<file path="src/rtl/spi_slave.sv">
// SPI mode-0 slave: oversampled SCLK/SS_N/MOSI, MSB-first 8-bit frames, single-entry tx buffer.
// Optional status pulses (o_underrun, o_abort) enabled by defining SPI_SLAVE_STATUS_EN.
module spi_slave #(
    parameter int unsigned SYNC_STAGES = 2,
    parameter logic [7:0]  DEFAULT_TX  = 8'h00
) (
    input  logic       i_clk,
    input  logic       i_reset_n,
    input  logic       i_sclk,
    input  logic       i_ss_n,
    input  logic       i_mosi,
    output logic       o_miso,
    input  logic [7:0] i_tx_data,
    input  logic       i_tx_valid,
    output logic       o_tx_ready,
    output logic [7:0] o_rx_data,
    output logic       o_rx_valid,
    output logic       o_busy
`ifdef SPI_SLAVE_STATUS_EN
    ,
    output logic       o_underrun,
    output logic       o_abort
`endif
);

    localparam int unsigned BYTE_W = 8;
    localparam int unsigned CNT_W  = 3;
    localparam int unsigned WARM_W = SYNC_STAGES + 1;

    localparam logic [0:0] ST_IDLE   = 1'b0;
    localparam logic [0:0] ST_ACTIVE = 1'b1;

    logic [SYNC_STAGES-1:0] sclk_sync, ss_sync, mosi_sync;
    logic                   sclk_d, ss_d;
    logic [WARM_W-1:0]      warm;
    logic                   armed;

    logic sclk_s, ss_s, mosi_s;
    logic sclk_rise, sclk_fall, ss_rise, ss_fall;

    logic [0:0]        state, nxt_state;
    logic [BYTE_W-1:0] tx_buf, nxt_tx_buf;
    logic              tx_empty, nxt_tx_empty;
    logic [BYTE_W-1:0] tx_shift, nxt_tx_shift;
    logic [BYTE_W-1:0] rx_shift, nxt_rx_shift;
    logic [CNT_W-1:0]  bit_cnt, nxt_bit_cnt;
    logic              boundary, nxt_boundary;
    logic              miso, nxt_miso;
    logic [BYTE_W-1:0] rx_data, nxt_rx_data;
    logic              rx_valid, nxt_rx_valid;
    logic              busy, nxt_busy;
    logic              do_load;
    logic [BYTE_W-1:0] load_byte;
`ifdef SPI_SLAVE_STATUS_EN
    logic              underrun, nxt_underrun;
    logic              abort_q, nxt_abort;
`endif

    // Input synchronizers, one-cycle-delayed copies and post-reset warm-up
    always_ff @(posedge i_clk or negedge i_reset_n) begin
        if (!i_reset_n) begin
            sclk_sync <= '0;
            ss_sync   <= '1;
            mosi_sync <= '0;
            sclk_d    <= 1'b0;
            ss_d      <= 1'b1;
            warm      <= '0;
            armed     <= 1'b0;
        end else begin
            sclk_sync <= {sclk_sync[SYNC_STAGES-2:0], i_sclk};
            ss_sync   <= {ss_sync[SYNC_STAGES-2:0], i_ss_n};
            mosi_sync <= {mosi_sync[SYNC_STAGES-2:0], i_mosi};
            sclk_d    <= sclk_s;
            ss_d      <= ss_s;
            warm      <= {warm[WARM_W-2:0], 1'b1};
            // A select already low at reset release must go high before a frame can start
            armed     <= armed | (warm[WARM_W-1] & ss_s);
        end
    end

    assign sclk_s    = sclk_sync[SYNC_STAGES-1];
    assign ss_s      = ss_sync[SYNC_STAGES-1];
    assign mosi_s    = mosi_sync[SYNC_STAGES-1];
    assign sclk_rise = sclk_s & ~sclk_d;
    assign sclk_fall = ~sclk_s & sclk_d;
    assign ss_rise   = ss_s & ~ss_d;
    assign ss_fall   = ~ss_s & ss_d;
    assign load_byte = tx_empty ? DEFAULT_TX : tx_buf;

    // State and output registers
    always_ff @(posedge i_clk or negedge i_reset_n) begin
        if (!i_reset_n) begin
            state    <= ST_IDLE;
            tx_buf   <= '0;
            tx_empty <= 1'b1;
            tx_shift <= '0;
            rx_shift <= '0;
            bit_cnt  <= '0;
            boundary <= 1'b0;
            miso     <= 1'b0;
            rx_data  <= '0;
            rx_valid <= 1'b0;
            busy     <= 1'b0;
`ifdef SPI_SLAVE_STATUS_EN
            underrun <= 1'b0;
            abort_q  <= 1'b0;
`endif
        end else begin
            state    <= nxt_state;
            tx_buf   <= nxt_tx_buf;
            tx_empty <= nxt_tx_empty;
            tx_shift <= nxt_tx_shift;
            rx_shift <= nxt_rx_shift;
            bit_cnt  <= nxt_bit_cnt;
            boundary <= nxt_boundary;
            miso     <= nxt_miso;
            rx_data  <= nxt_rx_data;
            rx_valid <= nxt_rx_valid;
            busy     <= nxt_busy;
`ifdef SPI_SLAVE_STATUS_EN
            underrun <= nxt_underrun;
            abort_q  <= nxt_abort;
`endif
        end
    end

    // Next-state and output logic
    always_comb begin
        nxt_state    = state;
        nxt_tx_buf   = tx_buf;
        nxt_tx_empty = tx_empty;
        nxt_tx_shift = tx_shift;
        nxt_rx_shift = rx_shift;
        nxt_bit_cnt  = bit_cnt;
        nxt_boundary = boundary;
        nxt_miso     = miso;
        nxt_rx_data  = rx_data;
        nxt_rx_valid = 1'b0;
        nxt_busy     = busy;
        do_load      = 1'b0;
`ifdef SPI_SLAVE_STATUS_EN
        nxt_underrun = 1'b0;
        nxt_abort    = 1'b0;
`endif

        case (state)
            ST_IDLE: begin
                nxt_busy = 1'b0;
                nxt_miso = 1'b0;
                if (armed && ss_fall) begin
                    do_load      = 1'b1;
                    nxt_state    = ST_ACTIVE;
                    nxt_busy     = 1'b1;
                    nxt_bit_cnt  = '0;
                    nxt_boundary = 1'b0;
                    nxt_rx_shift = '0;
                end
            end
            ST_ACTIVE: begin
                nxt_busy = 1'b1;
                // Select release takes priority over any coincident SCLK edge
                if (ss_rise) begin
                    nxt_state    = ST_IDLE;
                    nxt_busy     = 1'b0;
                    nxt_miso     = 1'b0;
                    nxt_bit_cnt  = '0;
                    nxt_boundary = 1'b0;
                    nxt_rx_shift = '0;
`ifdef SPI_SLAVE_STATUS_EN
                    nxt_abort    = (bit_cnt != '0);
`endif
                end else if (sclk_rise) begin
                    nxt_rx_shift = {rx_shift[BYTE_W-2:0], mosi_s};
                    nxt_bit_cnt  = bit_cnt + CNT_W'(1);
                    if (bit_cnt == CNT_W'(BYTE_W - 1)) begin
                        nxt_rx_data  = {rx_shift[BYTE_W-2:0], mosi_s};
                        nxt_rx_valid = 1'b1;
                        nxt_boundary = 1'b1;
                    end
                end else if (sclk_fall) begin
                    if (boundary) begin
                        do_load      = 1'b1;
                        nxt_boundary = 1'b0;
                    end else begin
                        nxt_tx_shift = {tx_shift[BYTE_W-2:0], 1'b0};
                        nxt_miso     = tx_shift[BYTE_W-2];
                    end
                end
            end
            default: nxt_state = ST_IDLE;
        endcase

        // Loads sample the buffer as it stood before any same-cycle write
        if (do_load) begin
            nxt_tx_shift = load_byte;
            nxt_miso     = load_byte[BYTE_W-1];
            if (!tx_empty)
                nxt_tx_empty = 1'b1;
`ifdef SPI_SLAVE_STATUS_EN
            nxt_underrun = tx_empty;
`endif
        end
        if (i_tx_valid && tx_empty) begin
            nxt_tx_buf   = i_tx_data;
            nxt_tx_empty = 1'b0;
        end
    end

    assign o_miso     = miso;
    assign o_tx_ready = tx_empty;
    assign o_rx_data  = rx_data;
    assign o_rx_valid = rx_valid;
    assign o_busy     = busy;
`ifdef SPI_SLAVE_STATUS_EN
    assign o_underrun = underrun;
    assign o_abort    = abort_q;
`endif

endmodule

</file>
<file path="config.mk">
export PLATFORM = sky130hd
export DESIGN_NAME = spi_slave
export DESIGN_NICKNAME = d
export VERILOG_FILES = /design/src/rtl/spi_slave.sv
export SDC_FILE = /design/constraint.sdc
export NUM_CORES = 1
export LEC_CHECK = 0
export ABC_AREA = 1
export CELL_PAD_IN_SITES_DETAIL_PLACEMENT = 0
export CELL_PAD_IN_SITES_GLOBAL_PLACEMENT = 2
export CORE_MARGIN = 5
export CORE_UTILIZATION = 36
export CTS_BUF_LIST = sky130_fd_sc_hd__clkbuf_4
export DETAILED_ROUTE_END_ITERATION = 6
export HOLD_SLACK_MARGIN = 0.1
export PLACE_DENSITY_LB_ADDON = 0.1
export SLEW_MARGIN = 20
export SYNTH_ARGS = -nofsm -noshare
export SYNTH_HDL_FRONTEND = slang
export SYNTH_SLANG_ARGS = --single-unit
</file>
<file path="constraint.sdc">
create_clock -name i_clk -period 1.8 [get_ports i_clk]
set_clock_uncertainty 0.2 [all_clocks]
set_input_delay 0.54 -clock i_clk [delete_from_list [all_inputs] [get_ports i_clk]]
set_output_delay 0.54 -clock i_clk [all_outputs]
set_load 0.03 [all_outputs]
</file>
==> results by group <==
Synthesis
  – Synth Warn #: 0
  – Multiplexer share of the synthesized area: 0.00551
  – Seq cells post-synth: 50
  – Library cells used by synthesis: 29
  – Avg Inst Size Synth: 10.0 µm²
  – Combinational family with the most area after synthesis: simple AND/OR/NAND/NOR gates
  – Synth Instances: 204
  – Mapped cell area: 0.00204 mm²
  – Post-Synth XOR/XNOR Area: 0
  – Adder-cell share of the synthesized area: 0.0122
  – Compound-Gate Fraction of Synth Area: 0.106
  – Simple-Gate Fraction of Synth Area: 0.199
  – Syn Nets: 220
  – Register area share after synthesis: 0.614

Detailed routing
  – ANT nets after route: 0
  – Highest routed layer: met4
  – First-pass iteration count of the detailed router: 4
  – Met2 wire length: 1790 µm
  – Initial DRC Count: 86
  – Post-detailed-route DRC marker count: 0
  – M1 WL: 1900 µm
  – Routed wire length: 3890 µm
  – Via/cell ratio: 4.64
  – Routed len/inst: 12.4 µm
  – Routed wl met3: 159 µm
  – Routed via count: 1456

Global route
  – Largest net degree at the start of global routing: 51
  – Overall Global Routing Usage: 0.116
  – Grt ovf: 0
  – Vias in the first global route: 1517
  – First-pass GRT wire length: 6930 µm
  – Initial antenna violation count: 0

Pwr
  – Net Sw Frac: 0.325
  – VDD IR max: 0.471 mV
  – Register share of total power: 0.539
  – P_sw: 0.859 mW
  – Power share of the combinational group: 0.253
  – Clock Power Share: 0.208
  – Tot Pwr: 2.64 mW
  – P per Cell Area: 1070 mW/mm²
  – LEAKAGE: 1.27 nW
  – P_int: 1.78 mW

Worst setup path
  – Worst EP arrival: 1.07 ns
  – Top Family by Delay on Critical Path: flip-flops
  – Buf/Inv on CP: 1
  – Critical Path Max Stage Delay: 0.58 ns
  – CP Data Required Time: 1.06 ns
  – WS Path Type: reg -> out
  – R2R depth: 7
  – Crit start category: register
  – CP Max Fanout: 2
  – Stages on worst setup path: 1
  – CP endpoint kind: output port
  – Sequence of cells on the critical path: buf_6
  – CP max stage cell: dfstp_2

Hold path
  – Hold Path Depth: 0
  – Worst hold path type: reg -> reg

Clock network
  – Sink Count: 50
  – TritonCTS buffer count: 5
  – Root Buffer: clkbuf_4
  – CTS Buffer Depth: 2
  – CTS tree: yes
  – Clk slew on worst S/H paths: 0.16 ns
  – Skew-Pair Late Insertion Delay: 0.37 ns
  – H-tree lvl count: 2

Cells and area
  – FILL cells: 548
  – Area grow syn2layout: 21.1%
  – Layout cells sized above 1: 0.248
  – ANT cells: 0
  – Final nets: 257
  – Final Cell Area: 0.00248 mm²

Timing
  – Post-layout minimum cycle time: 1.81 ns
  – Final Slew Violations: 0
  – Period utilisation layout: 1.00
  – Peak Freq: 553 MHz
  – RSZ-0062 raised after global routing: true
  – Worst setup margin: -0.00856 ns
  – Final setup TNS: -0.00856 ns
  – Final setup violation count: 1
  – Final Hold Fails: 0

Floorplanning
  – Io pins: 26
  – Height of the die: 85.4 µm
  – Row cnt: 27
  – Initial Utilization: 0.371
  – Die area: 0.00729 mm²
  – Core area: 0.00551 mm²
  – Die W: 85.4 µm

Run status
  – Failing checks: setup timing
  – Status: finished with violations

Job
  – # Max-Cap Violations: 0

Placed design
  – Gp weighted congestion: 0.697
  – DP HPWL: 2680 µm
  – Port Buf Inserts: 25
  – Area after DPL: 0.00239 mm²
==> cells in the final DEF (no fill, tap or decap), drive strengths merged <==
cell type      Yosys  final
o22ai              7      7
ha                 2      2
clkbuf             0      5
inv               27     29
mux2               1      1
dfrtp             46     46
buf                3     20
clkinv             0      1
nand3b             1      1
clkdlybuf4s50      0     12
nand2             55     55
nand4              3      3
nor2              18     18
a21o               1      1
dlygate4sd3        0      1
dfstp              4      4
o21ai             13     13
a21oi              9      9
a22o               2      2
conb               1      1
nand3             11     11
==> cells by family after synthesis <==
family                   count (synthesis)
flip-flops                              50
other                                    1
adder cells (fa/ha/maj)                  2
buffers and inverters                   30
AND/OR/NAND/NOR                         88
multiplexers                             1
AO/OA/AOI/OAI                           32
==> flip-flops by register name, summed over array words and instances, names as in the netlist, 3 cells and up <==
register,flops
tx_shift,7
o_rx_data,8
rx_shift,7
tx_buf,8
warm,3
bit_cnt,3
==> path summary, 6_finish.rpt <==
path	endpoint	start	slack, ns
hold / removal	mosi_sync[1]	mosi_sync[0]	0.17
setup / recovery	o_tx_ready	o_tx_ready	-0.009
max in group asynchronous	o_tx_ready	i_reset_n	0.65
setup reg to reg	o_rx_data[7]	ss_d	0.15
min in group asynchronous	sclk_sync[1]	i_reset_n	0.46
hold reg to reg	mosi_sync[1]	mosi_sync[0]	0.17
==> area by class of cell <==
class | instances | area, µm² | area share
clock inverters | 3 | 26.3 | 0.0106
inverters | 27 | 104 | 0.0419
repair buffers | 33 | 277 | 0.112
multi-input cells | 124 | 684 | 0.276
well taps | 72 | 90.1 | 0.0364
flip-flops and latches | 50 | 1260 | 0.508
clock buffers | 5 | 37.5 | 0.0152
==> cells in the mapped netlist <==
master | count | area, µm²
o21ai_1 | 2 | 10.0
inv_2 | 5 | 18.8
nand3_1 | 10 | 50.1
nor2_1 | 16 | 60.1
nand3_2 | 1 | 10.0
mux2_2 | 1 | 11.3
buf_6 | 1 | 11.3
ha_1 | 2 | 25.0
inv_4 | 1 | 6.26
a21o_1 | 1 | 7.51
o21ai_0 | 2 | 10.0
buf_2 | 2 | 10.0
o22ai_1 | 7 | 43.8
nor2_4 | 1 | 11.3
nand4_1 | 2 | 12.5
nand4_2 | 1 | 12.5
nand3b_1 | 1 | 7.51
a21oi_1 | 8 | 40.0
nand2_1 | 49 | 184
o21ai_2 | 9 | 78.8
nand2_4 | 3 | 33.8
inv_1 | 21 | 78.8
conb_1 | 1 | 3.75
nor2_2 | 1 | 6.26
nand2_2 | 3 | 18.8
dfstp_2 | 4 | 105
dfrtp_1 | 46 | 1150
a22o_1 | 2 | 17.5
a21oi_2 | 1 | 8.76
==> per-stage QoR <==
step	cells	worst slack, ns	hold WS [ns]	util
after CTS	312	-0.0355	0.171	0.443
after global placement	302	0.0594	0.133	0.434
after floorplan	204	0.229	0.0444	-
final	314	-0.00856	0.170	0.450
after global routing	314	-0.0623	0.180	0.450
after detailed placement	302	0.0572	0.136	0.434
==> worst reg2reg max path, stage by stage (launching register included) <==
cell and delay [ns]:
dfstp_2 0.60, inv_2 0.07, nand2_2 0.07, nand2_2 0.10, nor2_4 0.17, nand2_4 0.18, nand2_1 0.12, o21ai_2 0.05
==> power groups by stage <==
stage | registers [mW] | logic, mW | clock network, mW
after CTS | 1.43 | 0.661 | 0.583
after detailed placement | 1.45 | 0.629 | 0
after floorplan | 1.46 | 0.404 | 0
final | 1.42 | 0.669 | 0.549
after global routing | 1.44 | 0.787 | 0.624
after global placement | 1.44 | 0.612 | 0
==> routing by layer <==
metal	up-vias	global-route usage
met5	-	0
met4	0	0.0345
met3	5	0.0340
met2	23	0.180
met1	708	0.156
li1	720	-
==> what timing repair did <==
item,4_1_cts,5_1_grt
resized for setup,36,4
endpoints found under the setup margin,8,3
hold buffers,1,0
buffers inserted,1,2
hold endpoints to repair,46,0
(Power assumes the default switching activity.)
